<file path="src/rtl/cpu_pkg.sv">
// Shared CPU types for the write-back path: register address/data widths and
// the write-request record carried through the long-latency result FIFO.
package cpu_pkg;

  localparam int REG_ADDR_W = 5;
  localparam int DATA_W     = 32;

  typedef struct packed {
    logic [REG_ADDR_W-1:0] wa;
    logic [DATA_W-1:0]     wd;
  } wb_req_t;

endpackage

</file>
<file path="src/rtl/wb_write_arbiter_if.sv">
// Handshake bundle between the pipeline / long-latency unit and the register
// file write port. The arbiter uses the slave modport.
interface wb_write_arbiter_if;
  import cpu_pkg::*;

  logic                  pipe_we;
  logic [REG_ADDR_W-1:0] pipe_wa;
  logic [DATA_W-1:0]     pipe_wd;

  logic                  lu_valid;
  logic                  lu_ready;
  logic [REG_ADDR_W-1:0] lu_wa;
  logic [DATA_W-1:0]     lu_wd;

  logic                  we3;
  logic [REG_ADDR_W-1:0] wa3;
  logic [DATA_W-1:0]     wd3;

  modport master (
    output pipe_we, pipe_wa, pipe_wd,
    output lu_valid, lu_wa, lu_wd,
    input  lu_ready,
    input  we3, wa3, wd3
  );

  modport slave (
    input  pipe_we, pipe_wa, pipe_wd,
    input  lu_valid, lu_wa, lu_wd,
    output lu_ready,
    output we3, wa3, wd3
  );

endinterface

</file>
<file path="src/rtl/wb_fifo.sv">
// Small FIFO of pending long-latency write-backs. With WB_SCOREBOARD_EN it
// also tracks per-slot valid bits and exposes slot addresses for pend_busy.
module wb_fifo
  import cpu_pkg::*;
#(
  parameter  int DEPTH = 2,
  localparam int PW    = $clog2(DEPTH),
  localparam int CW    = PW + 1
) (
  input  logic                  clk,
  input  logic                  rst,
  input  logic                  i_push,
  input  wb_req_t               i_data,
  input  logic                  i_pop,
  output wb_req_t               o_head,
  output logic [CW-1:0]         o_count,
  output logic                  o_full,
  output logic                  o_empty
`ifdef WB_SCOREBOARD_EN
  ,
  output logic [REG_ADDR_W-1:0] o_entry_wa [DEPTH],
  output logic [DEPTH-1:0]      o_valid
`endif
);

  localparam logic [CW-1:0] FULL_CNT = CW'(DEPTH);

  wb_req_t       r_mem [DEPTH];
  logic [PW-1:0] r_wr_ptr;
  logic [PW-1:0] r_rd_ptr;
  logic [CW-1:0] r_count;

  // Storage carries no reset; only pointers and count define what is live.
  always_ff @(posedge clk) begin
    if (i_push) begin
      r_mem[r_wr_ptr] <= i_data;
    end
  end

  always_ff @(posedge clk or posedge rst) begin
    if (rst) begin
      r_wr_ptr <= '0;
      r_rd_ptr <= '0;
      r_count  <= '0;
    end else begin
      if (i_push) begin
        r_wr_ptr <= r_wr_ptr + PW'(1);
      end
      if (i_pop) begin
        r_rd_ptr <= r_rd_ptr + PW'(1);
      end
      unique case ({i_push, i_pop})
        2'b10:   r_count <= r_count + CW'(1);
        2'b01:   r_count <= r_count - CW'(1);
        default: r_count <= r_count;
      endcase
    end
  end

  assign o_head  = r_mem[r_rd_ptr];
  assign o_count = r_count;
  assign o_full  = (r_count == FULL_CNT);
  assign o_empty = (r_count == '0);

`ifdef WB_SCOREBOARD_EN
  logic [DEPTH-1:0] r_valid;

  always_ff @(posedge clk or posedge rst) begin
    if (rst) begin
      r_valid <= '0;
    end else begin
      if (i_pop) begin
        r_valid[r_rd_ptr] <= 1'b0;
      end
      if (i_push) begin
        r_valid[r_wr_ptr] <= 1'b1;
      end
    end
  end

  always_comb begin
    for (int i = 0; i < DEPTH; i++) begin
      o_entry_wa[i] = r_mem[i].wa;
    end
  end

  assign o_valid = r_valid;
`endif

endmodule

</file>
<file path="src/rtl/wb_write_arbiter.sv">
// Register-file write-port arbiter: pipeline write-back wins, queued
// long-latency results drain on idle cycles. WB_SCOREBOARD_EN enables pend_busy.
module wb_write_arbiter
  import cpu_pkg::*;
#(
  parameter int DEPTH = 2
) (
  input  logic                   clk,
  input  logic                   rst,
  wb_write_arbiter_if.slave      bus,
  output logic [$clog2(DEPTH):0] fifo_count,
  output logic [31:0]            pend_busy
);

  logic                  w_full;
  logic                  w_empty;
  logic                  w_lu_acc;
  logic                  w_push;
  logic                  w_pipe_sel;
  logic                  w_pop;
  wb_req_t               w_head;
  wb_req_t               w_push_req;

  logic                  r_we3;
  logic [REG_ADDR_W-1:0] r_wa3;
  logic [DATA_W-1:0]     r_wd3;

  // Writes to r0 are dropped at the door: they neither queue nor block a pop.
  assign w_lu_acc   = bus.lu_valid && !w_full;
  assign w_push     = w_lu_acc && (bus.lu_wa != '0);
  assign w_push_req = '{wa: bus.lu_wa, wd: bus.lu_wd};
  assign w_pipe_sel = bus.pipe_we && (bus.pipe_wa != '0);
  assign w_pop      = !w_pipe_sel && !w_empty;

  assign bus.lu_ready = !w_full;

`ifdef WB_SCOREBOARD_EN
  logic [REG_ADDR_W-1:0] w_entry_wa [DEPTH];
  logic [DEPTH-1:0]      w_valid;
`endif

  wb_fifo #(.DEPTH(DEPTH)) u_fifo (
    .clk       (clk),
    .rst       (rst),
    .i_push    (w_push),
    .i_data    (w_push_req),
    .i_pop     (w_pop),
    .o_head    (w_head),
    .o_count   (fifo_count),
    .o_full    (w_full),
    .o_empty   (w_empty)
`ifdef WB_SCOREBOARD_EN
    ,
    .o_entry_wa(w_entry_wa),
    .o_valid   (w_valid)
`endif
  );

  always_ff @(posedge clk or posedge rst) begin
    if (rst) begin
      r_we3 <= 1'b0;
      r_wa3 <= '0;
      r_wd3 <= '0;
    end else if (w_pipe_sel) begin
      r_we3 <= 1'b1;
      r_wa3 <= bus.pipe_wa;
      r_wd3 <= bus.pipe_wd;
    end else if (w_pop) begin
      r_we3 <= 1'b1;
      r_wa3 <= w_head.wa;
      r_wd3 <= w_head.wd;
    end else begin
      r_we3 <= 1'b0;
    end
  end

  assign bus.we3 = r_we3;
  assign bus.wa3 = r_wa3;
  assign bus.wd3 = r_wd3;

`ifdef WB_SCOREBOARD_EN
  logic        r_out_from_fifo;
  logic [31:0] w_busy;

  always_ff @(posedge clk or posedge rst) begin
    if (rst) begin
      r_out_from_fifo <= 1'b0;
    end else begin
      r_out_from_fifo <= w_pop;
    end
  end

  // A register stays busy until its queued result has actually left the output stage.
  always_comb begin
    w_busy = '0;
    for (int i = 0; i < DEPTH; i++) begin
      if (w_valid[i]) begin
        w_busy[w_entry_wa[i]] = 1'b1;
      end
    end
    if (r_out_from_fifo) begin
      w_busy[r_wa3] = 1'b1;
    end
    w_busy[0] = 1'b0;
  end

  assign pend_busy = w_busy;
`else
  assign pend_busy = 32'h0;
`endif

endmodule

</file>
<file path="src/flat_wrapper.sv">
// flat-port wrapper written by rule: the top's interface ports become plain ports
module wb_write_arbiter_flat import cpu_pkg::*;
#(
  parameter int DEPTH = 2
)
  (clk, rst, fifo_count, pend_busy, bus_pipe_we, bus_pipe_wa, bus_pipe_wd, bus_lu_valid, bus_lu_wa, bus_lu_wd, bus_lu_ready, bus_we3, bus_wa3, bus_wd3);
  wb_write_arbiter_if bus_i ();
  input  logic clk;
  input  logic rst;
  output logic [$clog2(DEPTH):0] fifo_count;
  output logic [31:0] pend_busy;
  input wire logic [$bits(bus_i.pipe_we)-1:0] bus_pipe_we;
  input wire logic [$bits(bus_i.pipe_wa)-1:0] bus_pipe_wa;
  input wire logic [$bits(bus_i.pipe_wd)-1:0] bus_pipe_wd;
  input wire logic [$bits(bus_i.lu_valid)-1:0] bus_lu_valid;
  input wire logic [$bits(bus_i.lu_wa)-1:0] bus_lu_wa;
  input wire logic [$bits(bus_i.lu_wd)-1:0] bus_lu_wd;
  output wire logic [$bits(bus_i.lu_ready)-1:0] bus_lu_ready;
  output wire logic [$bits(bus_i.we3)-1:0] bus_we3;
  output wire logic [$bits(bus_i.wa3)-1:0] bus_wa3;
  output wire logic [$bits(bus_i.wd3)-1:0] bus_wd3;
  assign bus_i.pipe_we = bus_pipe_we;
  assign bus_i.pipe_wa = bus_pipe_wa;
  assign bus_i.pipe_wd = bus_pipe_wd;
  assign bus_i.lu_valid = bus_lu_valid;
  assign bus_i.lu_wa = bus_lu_wa;
  assign bus_i.lu_wd = bus_lu_wd;
  assign bus_lu_ready = bus_i.lu_ready;
  assign bus_we3 = bus_i.we3;
  assign bus_wa3 = bus_i.wa3;
  assign bus_wd3 = bus_i.wd3;
  wb_write_arbiter #(.DEPTH(DEPTH)) u_core (.clk(clk), .rst(rst), .bus(bus_i), .fifo_count(fifo_count), .pend_busy(pend_busy));
endmodule
</file>
<file path="config.mk">
export PLATFORM = sky130hd
export DESIGN_NAME = wb_write_arbiter_flat
export DESIGN_NICKNAME = d
export VERILOG_FILES = /design/src/rtl/cpu_pkg.sv /design/src/rtl/wb_write_arbiter_if.sv /design/src/rtl/wb_fifo.sv /design/src/rtl/wb_write_arbiter.sv /design/src/flat_wrapper.sv
export SDC_FILE = /design/constraint.sdc
export NUM_CORES = 1
export LEC_CHECK = 0
export CAP_MARGIN = 15
export CORE_ASPECT_RATIO = 0.5
export CORE_MARGIN = 3
export CORE_UTILIZATION = 24
export CTS_CLUSTER_SIZE = 12
export DETAILED_ROUTE_END_ITERATION = 8
export PLACE_DENSITY = 0.52
export SETUP_SLACK_MARGIN = 0.2
export SYNTH_ARGS = -nofsm -noshare
export SYNTH_HDL_FRONTEND = slang
export SYNTH_SLANG_ARGS = --single-unit
</file>
<file path="constraint.sdc">
create_clock -name clk -period 4.2 [get_ports clk]
set_input_delay 0.84 -clock clk [delete_from_list [all_inputs] [get_ports clk]]
set_output_delay 0.84 -clock clk [all_outputs]
set_load 0.005 [all_outputs]
</file>
==> out/summary.txt <==
Status -> finished clean
Overall Power -> 4.77 mW
Die Height -> 107 um
Largest vdd supply drop -> 435 uV
Row cnt -> 36
Synth top area share -> 0.449
Crit-path max cell delay -> 0.42 ns
DP HPWL -> 8320 um
Met1 Use GR -> 0.133
Final setup violating endpoints -> 0
Setup TNS -> 0 ns
Ranking of synthesized cells by area -> edfxtp_1, dfrtp_1, mux2_2, mux2i_1, buf_4
Detail Route Antenna Nets -> 0
GR Util met2 -> 0.187
Vias per cell -> 4.07
CP Launch Type -> input pin
Die Span X -> 209 um
FF+latch count, synth -> 116
Clk_skew -> 0.00893 ns
Met3 usage -> 0.0262
Gr ovfl total -> 0
Net count, final -> 548
R2R Setup Slk -> 1.76 ns
Synth-to-Final Area Change -> 40.4%
Post-CTS Hold Buffers -> 0
CTS tree -> yes
H-tree levels -> 4
Terminus of the critical flop-to-flop path -> u_core.bus.wd3[18]
Crit Path Max Fanout -> 28
DR DRC count -> 0
Hold path startpoint -> u_core.u_fifo.r_wr_ptr
EDFF count, synth -> 74
Initial Util -> 0.249
Fillers -> 1908
Busiest metal layer after global routing -> met2
Asr flop ratio synth -> 0.362
Core area -> 19800 um^2
Clk buf depth -> 2
Critical path arrival -> 2.84 ns
Final GP Congestion -> 0.726
Total I/O pin count -> 151
Cells along the critical path -> clkdlybuf4s50_1 -> or3_4 -> o21ai_4 -> buf_4 -> mux2_2
Pwr Density -> 687 nW/um^2
Final Instance Area -> 6940 um^2
Final wirelength -> 12100 um
Main synth FF type -> edfxtp_1
Hold crit path type -> register to register
Hold Vio Cnt, Final -> 0
Antenna violations before repair -> 0
Syn avg cell area -> 14.3 um^2
Num CTS Buffers -> 17
R2r startpoint -> u_core.u_fifo.o_count[1]
Hold EP -> u_core.u_fifo.r_wr_ptr
Count leader, synth -> edfxtp_1
Ys Warns -> 0
Wire per inst -> 16.2 um
Die Area -> 22500 um^2
Critical Path RT -> 4.48 ns
Max Cap Viol -> 0
Library cells used by synthesis -> 31
Fmax -> 0.390 GHz
Vias in the first global route -> 3111
DR pass1 iterations -> 4
Actual transition at the worst max-transition pin -> 0.937 ns
Largest area contributor in the netlist -> edfxtp_1
Relative slew slack -> 0.376
RSZ-0062 raised after global routing -> false
CP max-delay cell -> clkdlybuf4s50_1
Hold Path Depth -> 1
Total GRT Usage -> 0.107
Total clock sinks -> 116
Clock-pin slew on the worst setup and hold paths -> 0.05 ns
Min cycle time layout -> 2.56 ns
N_diodes -> 0
# port buffers -> 118
CP delay by family, top -> buffers and inverters
Number of gates resized after CTS -> 0
FF-to-FF path depth -> 4
Cell area after synthesis -> 4940 um^2
Slew Viols, Final -> 0
Leak -> 2.58 nW
Worst-skew pair later-pin latency -> 0.40 ns
Postcts setup bufs -> 0
Tcrit/Tclk final -> 0.610
Layout cell share with drive strength beyond 1 -> 0.164
Initial DRC count -> 113
First-pass GRT wire length -> 18300 um
Mapped Cells -> 346
Post-synthesis sequential area ratio -> 0.662
Area post-placement -> 6300 um^2
CP bufs+invs -> 2
Root Buffer -> clkbuf_16
CP Class -> input pin to register
Post-synth top cells -> edfxtp_1, dfrtp_1, nor3_1
Via count -> 3045
Largest net degree at the start of global routing -> 39
Worst Setup End Kind -> register
==> worst max path at each step <==
stage / from / to / slack [ns] / cells past startpoint
6_report: bus_pipe_wa[4] / u_core.bus.wd3[12] / 1.64 / 5
5_1_grt: u_core.u_fifo.o_count[1] / bus_lu_ready / 1.55 / 2
4_1_cts: u_core.u_fifo.o_count[1] / bus_lu_ready / 1.61 / 2
3_5_place_dp: bus_pipe_wa[4] / u_core.bus.wd3[26] / 1.22 / 5
3_3_place_gp: bus_pipe_wa[4] / u_core.bus.wd3[27] / 1.23 / 5
2_1_floorplan: bus_lu_wa[3] / u_core.u_fifo.r_mem[0][0] / 1.13 / 3
==> registers in the layout, summed over array words and instances (netlist names) <==
register and count:
u_core.u_fifo.r_mem 74, u_core.u_fifo.o_count 2, u_core.u_fifo.r_rd_ptr 1, u_core.bus.wd3 32
u_core.bus.wa3 5, u_core.bus.we3 1, u_core.u_fifo.r_wr_ptr 1
==> worst reg2reg max path: stages (launching register included) <==
cell and delay, ns:
dfrtp_1 0.66, buf_4 0.41, or2_2 0.76, a21oi_1 0.19
mux2_2 0.30
==> through the flow <==
stage,hold slack [ns],utilization,std cells,worst slack (ns)
after floorplan,0.468,-,377,1.13
after global placement,0.534,0.318,716,1.23
after detailed placement,0.539,0.318,716,1.22
after CTS,0.550,0.350,748,1.61
after global routing,0.589,0.350,748,1.55
final,0.549,0.350,748,1.64
==> final cells by class <==
type | count | area, um^2 | share of cell area
sequential | 116 | 3270 | 0.472
multi-input combinational | 206 | 1450 | 0.208
timing repair buffer | 126 | 1240 | 0.179
clock buffer | 24 | 524 | 0.0755
tap | 266 | 333 | 0.0479
clock inverter | 8 | 118 | 0.0169
inverter | 2 | 7.51 | 0.00108
==> cell families (layout without fill, tap and decap cells) <==
logic type               after synthesis  count (layout)  synth area share
adder cells (fa/ha/maj)                1               1           0.00253
multiplexers                          66              66             0.142
AND/OR/NAND/NOR                       56              56            0.0567
flip-flops                           116             116             0.662
XOR/XNOR                               4               4           0.00709
buffers and inverters                 55             160            0.0721
other                                  1              32          0.000758
AO/OA/AOI/OAI                         47              47            0.0572
==> metal layers <==
metal  vias to the layer above  part of all wire
met5                         -                 0
met4                         0            0.0085
met3                        10             0.030
met2                        57              0.52
met1                      1514              0.44
li1                       1464                 -
==> placed cells by master (no fill, tap or decap), types with 2 or more instances in the layout <==
cell / Yosys / layout
mux2i_1: 34 / 34
clkinv_2: 0 / 4
o31ai_1: 3 / 3
a21oi_1: 34 / 34
nor2_4: 0 / 2
or2_2: 2 / 2
clkbuf_1: 7 / 2
nand2_1: 4 / 4
clkbuf_8: 0 / 3
xnor2_1: 3 / 3
buf_4: 32 / 8
dfrtp_1: 42 / 41
edfxtp_1: 74 / 74
nor3_1: 35 / 35
clkdlybuf4s50_1: 0 / 118
nor2b_1: 3 / 3
a22o_1: 2 / 2
nor2_1: 9 / 7
bufinv_16: 0 / 3
mux2_2: 32 / 32
a211oi_1: 3 / 3
clkbuf_16: 0 / 19
conb_1: 1 / 32
==> where the power goes <==
group          switching, mW  internal [mW]  leakage [nW]
clock network          0.488           1.05         0.316
logic                  0.669          0.757          1.09
registers              0.231           1.58          1.17
(Power assumes the default switching activity.)
